[src/rtl/rover_move_executor_pkg.sv]
// Shared definitions for the rover move executor: FSM state codes,
// motor drive codes, move_command field layout and the angle decoder.
package rover_move_executor_pkg;

    typedef enum logic [2:0] {
        S_IDLE   = 3'd0,
        S_TURN   = 3'd1,
        S_SETTLE = 3'd2,
        S_DRIVE  = 3'd3,
        S_DONE   = 3'd4
    } state_t;

    localparam logic [1:0] MOTOR_FWD  = 2'b10;
    localparam logic [1:0] MOTOR_REV  = 2'b01;
    localparam logic [1:0] MOTOR_STOP = 2'b00;

    localparam int ANGLE_MSB = 11;
    localparam int ANGLE_LSB = 7;
    localparam int DIST_MSB  = 6;
    localparam int DIST_LSB  = 0;

    // One full revolution in 15-degree steps.
    localparam int unsigned ANGLE_STEPS_FULL = 24;

    typedef struct packed {
        logic       valid;
        logic       left;
        logic [3:0] steps;
    } turn_t;

    // Codes past half a revolution mean "turn left by the remainder";
    // codes at or beyond a full revolution are rejected.
    function automatic turn_t decode_angle(input logic [4:0] angle);
        turn_t t;
        t = '0;
        if (angle <= 5'd12) begin
            t.valid = 1'b1;
            t.steps = angle[3:0];
        end else if (angle < 5'(ANGLE_STEPS_FULL)) begin
            t.valid = 1'b1;
            t.left  = 1'b1;
            t.steps = 4'(5'(ANGLE_STEPS_FULL) - angle);
        end
        return t;
    endfunction

endpackage

[src/rtl/rover_move_executor_if.sv]
// Command handshake bundle for the rover move executor.
// cmd_valid/move_command flow master->slave, cmd_ready flows back.
interface rover_move_executor_if;

    logic        cmd_valid;
    logic [11:0] move_command;
    logic        cmd_ready;

    modport master (
        output cmd_valid,
        output move_command,
        input  cmd_ready
    );

    modport slave (
        input  cmd_valid,
        input  move_command,
        output cmd_ready
    );

endinterface

[src/rtl/rover_move_executor_tick_prescaler.sv]
// Divides the clock down to one-cycle motion ticks every TICK_DIV cycles.
// Ports: clock, reset (sync, high), i_enable, i_clear, o_tick.
module tick_prescaler #(
    parameter int unsigned TICK_DIV = 270000
) (
    input  logic clock,
    input  logic reset,
    input  logic i_enable,
    input  logic i_clear,
    output logic o_tick
);

    localparam int unsigned PW = (TICK_DIV > 1) ? $clog2(TICK_DIV) : 1;
    localparam logic [PW-1:0] LAST = PW'(TICK_DIV - 1);

    logic [PW-1:0] r_count;

    assign o_tick = i_enable && (r_count == LAST);

    always_ff @(posedge clock) begin
        if (reset || i_clear) begin
            r_count <= '0;
        end else if (i_enable) begin
            r_count <= o_tick ? '0 : r_count + PW'(1);
        end
    end

endmodule

[src/rtl/rover_move_executor.sv]
// Executes one turn-then-drive move command at a time.
// Ports: clock, reset (sync, high), cmd (handshake slave), abort,
//        motor_left/right, busy, move_done, cmd_error, state (debug).
module rover_move_executor
    import rover_move_executor_pkg::*;
#(
    parameter int unsigned TICK_DIV             = 270000,
    parameter int unsigned TURN_TICKS_PER_STEP  = 8,
    parameter int unsigned DRIVE_TICKS_PER_UNIT = 4,
    parameter int unsigned SETTLE_TICKS         = 5
) (
    input  logic                 clock,
    input  logic                 reset,
    rover_move_executor_if.slave cmd,
    input  logic                 abort,
    output logic [1:0]           motor_left,
    output logic [1:0]           motor_right,
    output logic                 busy,
    output logic                 move_done,
    output logic                 cmd_error,
    output logic [2:0]           state
);

    state_t      r_state;
    logic [1:0]  r_motor_l;
    logic [1:0]  r_motor_r;
    logic        r_done;
    logic        r_error;
    logic [3:0]  r_steps;
    logic        r_left;
    logic [6:0]  r_dist;
    logic [15:0] r_ticks;

    turn_t       w_turn;
    logic [6:0]  w_dist;
    logic        w_accept;
    logic        w_active;
    logic        w_tick;
    logic        w_phase_end;
    logic        w_clear;
    logic [31:0] w_target;

    assign w_turn   = decode_angle(cmd.move_command[ANGLE_MSB:ANGLE_LSB]);
    assign w_dist   = cmd.move_command[DIST_MSB:DIST_LSB];
    assign w_accept = cmd.cmd_valid && (r_state == S_IDLE) && !abort;
    assign w_active = (r_state == S_TURN) || (r_state == S_SETTLE)
                   || (r_state == S_DRIVE);

    always_comb begin
        w_target = '0;
        unique case (r_state)
            S_TURN:   w_target = 32'(r_steps) * 32'(TURN_TICKS_PER_STEP);
            S_SETTLE: w_target = 32'(SETTLE_TICKS);
            S_DRIVE:  w_target = 32'(r_dist) * 32'(DRIVE_TICKS_PER_UNIT);
            default:  w_target = '0;
        endcase
    end

    // The phase ends on the tick that completes its tick budget.
    assign w_phase_end = w_tick && (({16'd0, r_ticks} + 32'd1) >= w_target);
    // Counters restart at every phase boundary and idle at zero,
    // so a freshly accepted command always starts from a clean count.
    assign w_clear     = !w_active || w_phase_end;

    tick_prescaler #(
        .TICK_DIV (TICK_DIV)
    ) u_prescaler (
        .clock    (clock),
        .reset    (reset),
        .i_enable (w_active),
        .i_clear  (w_clear),
        .o_tick   (w_tick)
    );

    always_ff @(posedge clock) begin
        if (reset || w_clear) begin
            r_ticks <= '0;
        end else if (w_tick) begin
            r_ticks <= r_ticks + 16'd1;
        end
    end

    always_ff @(posedge clock) begin
        if (reset) begin
            r_state   <= S_IDLE;
            r_motor_l <= MOTOR_STOP;
            r_motor_r <= MOTOR_STOP;
            r_done    <= 1'b0;
            r_error   <= 1'b0;
            r_steps   <= '0;
            r_left    <= 1'b0;
            r_dist    <= '0;
        end else begin
            r_done  <= 1'b0;
            r_error <= 1'b0;
            if (abort && (r_state != S_IDLE)) begin
                r_state   <= S_IDLE;
                r_motor_l <= MOTOR_STOP;
                r_motor_r <= MOTOR_STOP;
            end else begin
                unique case (r_state)
                    S_IDLE: begin
                        if (w_accept && !w_turn.valid) begin
                            r_error <= 1'b1;
                        end else if (w_accept) begin
                            r_steps <= w_turn.steps;
                            r_left  <= w_turn.left;
                            r_dist  <= w_dist;
                            if (w_turn.steps != 4'd0) begin
                                r_state   <= S_TURN;
                                r_motor_l <= w_turn.left ? MOTOR_REV : MOTOR_FWD;
                                r_motor_r <= w_turn.left ? MOTOR_FWD : MOTOR_REV;
                            end else if (w_dist != 7'd0) begin
                                r_state   <= S_DRIVE;
                                r_motor_l <= MOTOR_FWD;
                                r_motor_r <= MOTOR_FWD;
                            end else begin
                                r_state <= S_DONE;
                                r_done  <= 1'b1;
                            end
                        end
                    end
                    S_TURN: begin
                        if (w_phase_end) begin
                            r_state   <= S_SETTLE;
                            r_motor_l <= MOTOR_STOP;
                            r_motor_r <= MOTOR_STOP;
                        end
                    end
                    S_SETTLE: begin
                        if (w_phase_end && (r_dist != 7'd0)) begin
                            r_state   <= S_DRIVE;
                            r_motor_l <= MOTOR_FWD;
                            r_motor_r <= MOTOR_FWD;
                        end else if (w_phase_end) begin
                            r_state <= S_DONE;
                            r_done  <= 1'b1;
                        end
                    end
                    S_DRIVE: begin
                        if (w_phase_end) begin
                            r_state   <= S_DONE;
                            r_done    <= 1'b1;
                            r_motor_l <= MOTOR_STOP;
                            r_motor_r <= MOTOR_STOP;
                        end
                    end
                    S_DONE: begin
                        r_state <= S_IDLE;
                    end
                    default: begin
                        r_state   <= S_IDLE;
                        r_motor_l <= MOTOR_STOP;
                        r_motor_r <= MOTOR_STOP;
                    end
                endcase
            end
        end
    end

    assign cmd.cmd_ready = (r_state == S_IDLE);
    assign busy          = (r_state != S_IDLE);
    assign motor_left    = r_motor_l;
    assign motor_right   = r_motor_r;
    assign move_done     = r_done;
    assign cmd_error     = r_error;
    assign state         = r_state;

endmodule
[src/flat_wrapper.sv]
// flat-port wrapper written by rule: the top's interface ports become plain ports
module rover_move_executor_flat import rover_move_executor_pkg::*;
#(
    parameter int unsigned TICK_DIV             = 270000,
    parameter int unsigned TURN_TICKS_PER_STEP  = 8,
    parameter int unsigned DRIVE_TICKS_PER_UNIT = 4,
    parameter int unsigned SETTLE_TICKS         = 5
)
  (clock, reset, abort, motor_left, motor_right, busy, move_done, cmd_error, state, cmd_cmd_valid, cmd_move_command, cmd_cmd_ready);
  rover_move_executor_if cmd_i ();
  input  logic clock;
  input  logic reset;
  input  logic abort;
  output logic [1:0] motor_left;
  output logic [1:0] motor_right;
  output logic busy;
  output logic move_done;
  output logic cmd_error;
  output logic [2:0] state;
  input wire logic [$bits(cmd_i.cmd_valid)-1:0] cmd_cmd_valid;
  input wire logic [$bits(cmd_i.move_command)-1:0] cmd_move_command;
  output wire logic [$bits(cmd_i.cmd_ready)-1:0] cmd_cmd_ready;
  assign cmd_i.cmd_valid = cmd_cmd_valid;
  assign cmd_i.move_command = cmd_move_command;
  assign cmd_cmd_ready = cmd_i.cmd_ready;
  rover_move_executor #(.TICK_DIV(TICK_DIV), .TURN_TICKS_PER_STEP(TURN_TICKS_PER_STEP), .DRIVE_TICKS_PER_UNIT(DRIVE_TICKS_PER_UNIT), .SETTLE_TICKS(SETTLE_TICKS)) u_core (.clock(clock), .reset(reset), .cmd(cmd_i), .abort(abort), .motor_left(motor_left), .motor_right(motor_right), .busy(busy), .move_done(move_done), .cmd_error(cmd_error), .state(state));
endmodule
[config.mk]
export PLATFORM = sky130hd
export DESIGN_NAME = rover_move_executor_flat
export DESIGN_NICKNAME = d
export VERILOG_FILES = /design/src/rtl/rover_move_executor_pkg.sv /design/src/rtl/rover_move_executor_if.sv /design/src/rtl/rover_move_executor_tick_prescaler.sv /design/src/rtl/rover_move_executor.sv /design/src/flat_wrapper.sv
export SDC_FILE = /design/constraint.sdc
export NUM_CORES = 1
export LEC_CHECK = 0
export CORE_MARGIN = 2
export CORE_UTILIZATION = 57
export CTS_CLUSTER_DIAMETER = 120
export DETAILED_ROUTE_END_ITERATION = 16
export HOLD_SLACK_MARGIN = 0.12
export PLACE_DENSITY = 0.76
export SETUP_SLACK_MARGIN = 0.15
export SLEW_MARGIN = 10
export SYNTH_ARGS = -nofsm -noshare
export SYNTH_HDL_FRONTEND = slang
export SYNTH_SLANG_ARGS = --single-unit
[constraint.sdc]
create_clock -name clock -period 3.58 [get_ports clock]
set_clock_uncertainty 0.15 [all_clocks]
set_input_delay 0.537 -clock clock [delete_from_list [all_inputs] [get_ports clock]]
set_output_delay 0.537 -clock clock [all_outputs]
set_load 0.01 [all_outputs]
Yosys cells after proc, flatten, opt, wreduce, memory -nomap -nowiden
Index checks and enable logic that the tools add are counted.
Operators by class
  add/sub/neg operators: 4
  magnitude comparators: 3
  equal/unequal tests: 11
  muxes and demuxes: 35
  bitwise gates (word level): 4
  reduce and logical (&&, ||, !) cells: 25
Operators with widths (count)
  $ge 32x9->1: 1
  $pmux 9 s3: 1
  $mux 2: 11
  $mux 3: 7
  $add 19x1->19 const B: 1
  $eq 19x19->1 const B: 1
  $mux 19: 1
  $add 16x1->17 const B: 1
  $add 16x1->16 const B: 1
  $pmux 2 s4: 2
  $reduce_bool 7->1: 2
  $pmux 3 s4: 1
  $mux 1: 9
  $logic_and 1x1->1: 7
  $eq 3x2->1 const B: 2
  $mux 6: 1
  $ne 2x1->1 const B: 3
  $reduce_and 6->1: 1
  $le 5x4->1 const B: 1
  $lt 5x5->1 const B: 1
  $logic_or 1x1->1: 4
  $mux 4: 1
  $ne 2x2->1 const B: 2
  $not 1->1: 4
  13 further kinds: 16
Word-level totals
  register bits: 55
  bits of input ports: 16
  output and inout bits: 11
  word-level logic and storage cells: 91

Longest topological paths before layout
Gate-level depths: netlist of the first run.
  depth in word-level cells: 8
  depth in mapped cells: 14
  mapped depth without buffers: 12

Cells and area by module
From an unflattened synthesis of the first run, not the netlist that was laid out.
Second synthesis, totals
  cells, all modules: 398
  area, all modules: 3176.8 µm²
By module, submodules not included
  rover_move_executor: instances 1, cells each 288, area an instance 2253.4 µm², sequential area each 720.7 µm²
  tick_prescaler: instances 1, cells each 110, area an instance 923.4 µm², sequential area each 380.4 µm²

Least setup slack after synthesis of the first run
Ideal clock, no wire load.
  kind: flip-flop to flip-flop
  start point: register u_core.r_state[1] (netlist: u_core.state[1])
  end point: register u_core.r_ticks[2]
  library setup time: 0.074 ns
  arrival: 2.598 ns
  data required time: 3.356 ns
  slack: 0.757 ns
  cell stages (with the launch flop): 13
  buffers on the path: 2
  clock period less this slack: 2.823 ns
  cell sequence: dfxtp_1 -> clkbuf_1 -> mux2_2 -> nand2_1 -> ha_1 -> a21oi_1 -> o22ai_1 -> a211o_1 -> nor4_2 -> and2_4 -> buf_6 -> nand4b_1 -> a31oi_1
Between the ends
  word-level cells in the longest chain between the ends: 7
  elaborated cells between the ends (all ways): 12
  those cells by class: order compare: 1; eq/ne: 3; mux: 1; reduce/logical: 7
RTL lines
  start, declared: RTL line rover_move_executor.sv:24  | state_t r_state;
  start signal, assigned: RTL line rover_move_executor.sv:85  | r_state <= S_IDLE;
  start signal, assigned: RTL line rover_move_executor.sv:97  | r_state <= S_IDLE;
  start signal, assigned: RTL line rover_move_executor.sv:110  | r_state <= S_TURN;
  parallel branches: the longest is 7 deep, another holds $ge 32x9->1
  end signal, assigned: RTL line rover_move_executor.sv:79  | r_ticks <= r_ticks + 16'd1;
  end, declared: RTL line rover_move_executor.sv:32  | logic [15:0] r_ticks;
Parallel ways; which one is timed is not known.
A chain may end at the register's enable or synchronous reset.

Final worst setup path of the first run
  start point: register u_core.r_ticks[2]
  end point: register u_core.r_state[0] (netlist: u_core.state[0])
Between the ends
  word-level cells in the longest chain between the ends: 6
  elaborated cells between the ends (all ways): 9
  those cells by class: add/sub: 1; order compare: 1; eq/ne: 1; mux: 3; reduce/logical: 3
RTL lines
  $add 16x1->17 *: RTL line rover_move_executor.sv:60  | assign w_phase_end = w_tick && (({16'd0, r_ticks} + 32'd1) >= w_target);
  $ge 32x9->1 *: RTL line rover_move_executor.sv:60
  $logic_and 1x1->1 *: RTL line rover_move_executor.sv:60
  $mux 3 / $logic_and 1x1->1 (equally long branches)
  $mux 3: RTL line rover_move_executor.sv:131  | if (w_phase_end && (r_dist != 7'd0)) begin
  $pmux 3 s4: RTL line rover_move_executor.sv:101  | unique case (r_state)
  end signal, assigned: RTL line rover_move_executor.sv:110
  end signal, assigned: RTL line rover_move_executor.sv:132  | r_state <= S_DRIVE;
  end signal, assigned: RTL line rover_move_executor.sv:136  | r_state <= S_DONE;
Every way passes the cells marked *; elsewhere a longest branch is shown, timed or not.

==> results of run 1 <==
## per-stage QoR
stage	util, %	instances	hold WS (ns)	total power, mW
3_5_place_dp	65.36	455	0.3061	0.9005
5_1_grt	67.66	463	0.3425	1.369
6_report	67.66	463	0.3129	1.305
2_1_floorplan	-	370	0.2800	0.8173
3_3_place_gp	65.36	455	0.2973	0.8970
4_1_cts	67.66	463	0.3187	1.316
## critical path, cell delays in order, from the launching register on
cell,delay (ns)
dfxtp_1,0.49
nand4_2,0.21
or2_1,0.34
xnor2_1,0.15
ha_1,0.31
a21oi_1,0.14
o22ai_1,0.09
a211o_1,0.28
nor4_2,0.18
a21oi_1,0.18
a221oi_1,0.29
a211oi_1,0.08
## metal layers
metal | vias up | share of wire [%]
li1 | 1371 | -
met1 | 1207 | 47
met2 | 52 | 48
met3 | 5 | 3.9
met4 | 0 | 0.69
met5 | - | 0
## sequential cells by signal (all words and copies together), names as in the netlist
| name | cells |
|---|---|
| u_core.cmd_error | 1 |
| u_core.motor_left | 2 |
| u_core.motor_right | 2 |
| u_core.move_done | 1 |
| u_core.r_dist | 7 |
| u_core.r_steps | 4 |
| u_core.r_ticks | 16 |
| u_core.state | 3 |
| u_core.u_prescaler.r_count | 19 |
## area by class of cell
cell class / instances / area (um^2) / area share (%)
clock buffers: 6 / 82.58 / 2.390
clock inverters: 2 / 35.03 / 1.014
inverters: 9 / 33.78 / 0.9776
multi-input cells: 292 / 1833 / 53.04
flip-flops and latches: 55 / 1101 / 31.86
well taps: 70 / 87.58 / 2.534
repair buffers: 29 / 282.8 / 8.182
## cell families (layout without fill, tap and decap cells)
group                      count (synthesis)  after routing  synth area share [%]
xor gates and xnor gates                  23             23                 6.642
adders and majority gates                 11             11                 4.538
buffers and inverters                     23             46                 3.259
muxes                                     18             18                 6.105
DFF                                       55             55                 36.30
AOI/OAI and AO/OA                         53             53                 11.80
and+or+nand+nor                          187            187                 31.35
## cell usage after synthesis (2+ instances only)
| library cell | instances | share of area, % |
|---|---|---|
| dfxtp_1 | 55 | 36 |
| nand2_1 | 46 | 5.7 |
| nor2_1 | 42 | 5.2 |
| and3_1 | 18 | 3.7 |
| nand3_1 | 17 | 2.8 |
| mux2i_1 | 14 | 4.6 |
| nor3_1 | 13 | 2.1 |
| nor4_1 | 13 | 2.7 |
| a21oi_1 | 12 | 2.0 |
| xnor2_1 | 12 | 3.5 |
| ha_1 | 11 | 4.5 |
| xor2_1 | 11 | 3.2 |
| clkbuf_1 | 9 | 1.1 |
| inv_1 | 8 | 0.99 |
| nand4_1 | 7 | 1.4 |
| o21ai_0 | 6 | 0.99 |
| o21ai_1 | 6 | 0.99 |
| or3_1 | 5 | 1.0 |
| and2_1 | 4 | 0.82 |
| buf_2 | 4 | 0.66 |
| mux2_2 | 4 | 1.5 |
| nor4b_1 | 4 | 1.2 |
| o21bai_1 | 4 | 0.99 |
| a211o_1 | 3 | 0.87 |
| a31oi_1 | 3 | 0.62 |
| nand3b_1 | 3 | 0.74 |
| nor2b_1 | 3 | 0.62 |
| a211oi_1 | 2 | 0.49 |
| a21o_1 | 2 | 0.49 |
| a221oi_1 | 2 | 0.58 |
| a22oi_1 | 2 | 0.49 |
| and4_1 | 2 | 0.58 |
| nand2b_1 | 2 | 0.41 |
| nand4b_1 | 2 | 0.58 |
| o211ai_1 | 2 | 0.49 |
| o31a_1 | 2 | 0.58 |
| o31ai_1 | 2 | 0.49 |
## placed cells by master, fill, tap and decap left out, types with 3 or more instances in the layout
cell type and count:
a211o_1 3, a21oi_1 12, a31oi_1 3, and2_1 4
and3_1 18, buf_4 3, clkbuf_8 6, clkdlybuf4s50_1 26
dfxtp_1 55, ha_1 11, inv_1 8, mux2_2 4
mux2i_1 14, nand2_1 46, nand3_1 17, nand3b_1 3
nand4_1 7, nor2_1 42, nor2b_1 3, nor3_1 13
nor4_1 13, nor4b_1 4, o21ai_0 6, o21ai_1 6
o21bai_1 4, or3_1 5, xnor2_1 12, xor2_1 11
## report_power, final
group | internal, mW | total (mW) | switching, mW
Clock | 0.226 | 0.418 | 0.192
Combinational | 0.106 | 0.235 | 0.129
Sequential | 0.631 | 0.652 | 0.0202
Total | 0.964 | 1.30 | 0.341
## worst min-delay path by stage
stage / endpoint / cells after the start
floorplan: u_core.u_prescaler.r_count[0]$_SDFFE_PP0N_ / 1
global placement: u_core.motor_left[0]$_SDFFE_PP0P_ / 2
detailed placement: u_core.motor_left[0]$_SDFFE_PP0P_ / 2
CTS: u_core.motor_left[0]$_SDFFE_PP0P_ / 2
global route: u_core.motor_left[1]$_SDFFE_PP0P_ / 2
finish: u_core.motor_left[0]$_SDFFE_PP0P_ / 2
==> flow_summary.yaml, run 1 <==
clock_network:
  cts.sinks: 55
  tritoncts: "done"
  postCtsSetupRepairBufs: 0
  cts_buffers: 5
  root_buffer: "clkbuf_8"
  clk_path_buf_depth: 2
  cts_resized: 0
  cts_max_level: 2
  holdBufCountCts: 0
  clk-insertion-delay-late_ns: 0.30
  clk_pin_slew_ns: 0.09
detailed_routing:
  dr.pass1.iters: 4
  drt_iter0_markers: 143
  ant_nets: 0
  wl_per_cell_um: 13.78
  wl_um: 6379
  drc: 0
  avgViaCountPerCell: 5.691
  via_count: 2635
global_route:
  grt_use_met2_pct: 40.00
  antenna_found_initial: 0
  grt_pass1_wl_um: 11200
  grt_max_degree: 19
  overflow: 0
  met1_usage_pct: 28.14
  top_usage_layer: "met2"
  met3_usage_pct: 4.588
  groute.usage.overall_pct: 22.58
  grt_pass1_vias: 2503
critical_path:
  rr_startpoint: "u_core.r_ticks[2]$_SDFFE_PP0P_"
  startpoint: "u_core.r_ticks[2]$_SDFFE_PP0P_"
  cp-start-kind: "flop"
  cp.required_ns: 3.58
  r2r_slack_ns: 0.54
  crit_end: "u_core.state[0]$_SDFFE_PP0P_"
  worstSetupPathType: "reg -> reg"
  cp-end-kind: "flop"
  ff2ff_path_depth: 11
  worstPathArrival_ns: 3.04
  worstPathMaxFanout: 8
  r2r_end: "u_core.state[0]$_SDFFE_PP0P_"
power:
  p_per_area_mw_per_mm2: 377.6
  leakage_nw: 1.296
  vdd_drop_max_mv: 0.2805
finish:
  antenna_cells: 0
  drive_above_1_share_pct: 5.344
  design_area_mm2: 0.003456
  synthToLayoutAreaGrowth_pct: 13.94
  n_fill_cell: 473
  final_nets: 419
floorplan:
  dieArea_mm2: 0.005921
  dieHeight_um: 76.95
  num_rows: 26
  start_util_pct: 59.38
  die_x_um: 76.95
  core_mm2: 0.005107
  ios: 27
hold_path:
  hold_start: "u_core.motor_left[0]$_SDFFE_PP0P_"
  worstHoldPathType: "reg -> reg"
timing:
  maxSlewHeadroom_pct: 41.39
  final-max-slew-violation-count: 0
  tightest_slew_ns: 0.8681
  grt_setup_unrepaired: "no"
  final.setup.tns_ns: 0
  fin_crit_sh_pct: 84.88
  setup-violations-final: 0
  setup_slack_ns: 0.5412
  fin_crit_ns: 3.039
  hold_viol: 0
  timing.fmax_mhz: 329.1
placement:
  place_ws_ns: 0.4367
  port_buffers: 26
  hpwl_um: 4870
  post_dp_cell_area_mm2: 0.003338
  gp_congestion: 0.8175
yosys:
  ys_ff_latch: 55
  synth_edf_count: 0
  syn_area_per_cell_um2: 8.197
  yosysWarnings: 0
  synthesis.nets: 397
  synthCells: 370
  synth_cell_type_count: 50
  synth_top_flop_cell: "dfxtp_1"
  ys_seq_area_share_pct: 36.30
  synthArstFlopShare_pct: 0
  synthesis.area_mm2: 0.003033
job:
  max-cap-violations: 0
run_status:
  status: "finished, final reports clean"
No activity file was read; power rests on OpenSTA's default activity.
==> inputs of run 2 (changes only) <==
Settings changed: CORE_UTILIZATION 57 to 52, PLACE_DENSITY 0.76 to 0.73.
Clock period 3.58 ns to 2.7 ns, I/O delays scaled along.
==> run 2 against run 1 <==
  * Setup slack worse by 0.65 ns
  * Die area is 9.1% higher
  * Cell area is 13% higher
  * Critical path depth is 2 higher
  * Critical endpoint is now u_core.r_ticks[2]$_SDFFE_PP0P_
  * Final cell count is 9.5% higher
  * The flow now finishes with violations (setup timing)
  * Global-route usage is 0.33 points higher
  * Sequential share of layout area is 3.3 points lower
  * First-iteration DRC count is 3.5% higher
==> flow_summary.yaml, run 2 (synthesized netlist as in run 1, its figures left out) <==
placement:
  numPlacedInstances: 497
  hpwl_um: 5301
  port_buffers: 26
  gp_congestion: 0.8355
global_route:
  overflow: 0
  grt_pass1_vias: 2685
  grt_max_degree: 19
  grt_pass1_wl_um: 11750
  antenna_found_initial: 0
  groute.usage.overall_pct: 22.91
detailed_routing:
  ant_nets: 0
  drc: 0
  via_count: 2877
  avgViaCountPerCell: 5.675
  drt_iter0_markers: 148
  wl_um: 7314
  wl_per_cell_um: 14.43
  dr.pass1.iters: 4
critical_path:
  worstSetupPathType: "reg -> reg"
  cp-end-kind: "flop"
  worstPathArrival_ns: 2.88
  rr_startpoint: "u_core.r_ticks[2]$_SDFFE_PP0P_"
  r2r_end: "u_core.r_ticks[2]$_SDFFE_PP0P_"
  ff2ff_path_depth: 13
  slowest_delay_ns: 0.38
  crit_buf_inv: 1
  cp.required_ns: 2.77
  r2r_slack_ns: -0.11
  path_delay_family: "simple AND/OR/NAND/NOR gates"
  cp-start-kind: "flop"
  crit_chain: "and3_4 -> and2_4 -> nand4_1 -> xnor2_1 -> ha_1 -> nand3_2 -> nor2_1 -> a211o_1 -> nor4_4 -> and2_4 -> buf_12 -> nand3b_1 -> a31oi_1"
  worstPathMaxFanout: 5
  crit_path_frequent_cell: "and2_4"
  slowest_stage: "dfxtp_2"
job:
  max-cap-violations: 0
clock_network:
  tritoncts: "done"
  cts_max_level: 2
  clk_path_buf_depth: 2
  holdBufCountCts: 0
  cts_buffers: 5
  clk_pin_slew_ns: 0.10
  cts.sinks: 55
  root_buffer: "clkbuf_8"
  clk-insertion-delay-late_ns: 0.30
power:
  p_per_area_mw_per_mm2: 454.2
  power.total_mw: 1.775
  leakage_nw: 1.540
  vdd_drop_max_mv: 0.3230
timing:
  fin_crit_sh_pct: 104.1
  setup_slack_ns: -0.1110
  setup-violations-final: 12
  grt_setup_unrepaired: "yes"
  maxSlewHeadroom_pct: 65.16
  hold_viol: 0
  fin_crit_ns: 2.811
  final.setup.tns_ns: -0.6303
  tightest_slew_ns: 0.5207
  final-max-slew-violation-count: 0
  timing.fmax_mhz: 355.7
finish:
  fin_cells: 507
  reg_top3: "u_core.u_prescaler.r_count x19, u_core.r_ticks x16, u_core.r_dist x7"
  multi_input_area_mm2: 0.001942
  largest_reg_flops: 19
  n_fill_cell: 454
  final_nets: 462
  drive_above_1_share_pct: 20.46
  layout_common_cells: "dfxtp_1, nand2_1, buf_4"
  synthToLayoutAreaGrowth_pct: 28.88
  mostFrequentLayoutCell: "dfxtp_1"
  regMostFlops: "u_core.u_prescaler.r_count"
  antenna_cells: 0
  regArea_mm2: 0.001115
floorplan:
  die_x_um: 80.37
  core_mm2: 0.005574
  dieArea_mm2: 0.006459
  ios: 27
  dieHeight_um: 80.37
  start_util_pct: 54.41
  num_rows: 27
hold_path:
  whs_path_depth: 2
  worstHoldPathType: "reg -> reg"
  worstHoldEndpoint: "u_core.motor_right[1]$_SDFFE_PP0P_"
  hold_start: "u_core.motor_right[1]$_SDFFE_PP0P_"
run_status:
  status: "finished with violations"
  violations: "setup timing"
[run 2: changes by cell type in the layout (fill, tap and decap cells not counted), moves of 2 or more]
cell     change
xnor2_1      -2
dfxtp_2      +5
a21oi_1      -4
buf_4       +41
o21ai_2      +6
nand3_1      -2
o21ai_1      -6
dfxtp_1      -7
dfxtp_4      +2
a21oi_2      +4
xnor2_2      +2
[run 2: cell type report]
| type | count | share of cell area, % |
|---|---|---|
| clock inverters | 1 | 0.7682 |
| well taps | 72 | 2.305 |
| flip-flops and latches | 55 | 28.52 |
| clock buffers | 6 | 1.857 |
| multi-input cells | 292 | 49.68 |
| inverters | 9 | 0.8643 |
| repair buffers | 72 | 16.01 |
[run 2: power by group]
group	internal (mW)	leakage, nW	switching [mW]	total, mW
Sequential	0.835	0.449	0.0197	0.855
Clock	0.272	0.0513	0.250	0.522
Combinational	0.199	1.04	0.199	0.398
[run 2: through the flow]
step / hold WS [ns] / setup slack, ns / area [um^2] / utilization [%]
2_1_floorplan: 0.2800 / -0.02678 / 3060 / -
3_3_place_gp: 0.2952 / -0.06678 / 3657 / 65.61
3_5_place_dp: 0.3005 / -0.1577 / 3657 / 65.61
4_1_cts: 0.3149 / -0.03615 / 3819 / 68.51
5_1_grt: 0.3322 / -0.3180 / 3909 / 70.12
6_report: 0.3127 / -0.1110 / 3909 / 70.12
[run 2: metal layers]
metal	vias up	part of all wire (%)	track usage [%]
met2	77	48	41.17
met5	-	0	0
met3	10	4.8	4.157
li1	1455	-	-
met4	0	1.6	7.458
met1	1335	45	27.37
[run 2: worst register-to-register path, delay by kind of cell (launching register included)]
| family | cells | cell delay, ns |
|---|---|---|
| xor+xnor | 1 | 0.22 |
| buf+inv | 1 | 0.13 |
| simple gates | 8 | 1.07 |
| fa+ha+maj | 1 | 0.29 |
| flops | 1 | 0.38 |
| compound gates | 2 | 0.49 |
[run 2: worst max-delay path by stage]
stage                              startpoint                                  to  cells past startpoint
2_1_floorplan  u_core.r_ticks[2]$_SDFFE_PP0P_      u_core.r_ticks[2]$_SDFFE_PP0P_                     14
3_3_place_gp              cmd_move_command[7]   u_core.motor_left[0]$_SDFFE_PP0P_                     11
3_5_place_dp              cmd_move_command[7]  u_core.motor_right[0]$_SDFFE_PP0P_                     11
4_1_cts        u_core.r_ticks[4]$_SDFFE_PP0P_  u_core.motor_right[0]$_SDFFE_PP0P_                     12
5_1_grt          u_core.state[0]$_SDFFE_PP0P_      u_core.r_ticks[2]$_SDFFE_PP0P_                     12
6_report       u_core.r_ticks[2]$_SDFFE_PP0P_      u_core.r_ticks[2]$_SDFFE_PP0P_                     13
[run 2: repair_timing]
| action | CTS | global route |
|---|---|---|
| setup endpoints to repair | 17 | 17 |
| hold endpoints to repair | 0 | 0 |
| gates resized for setup | 10 | 17 |
| setup buffers | 2 | 1 |
| pin swaps | 3 | 14 |
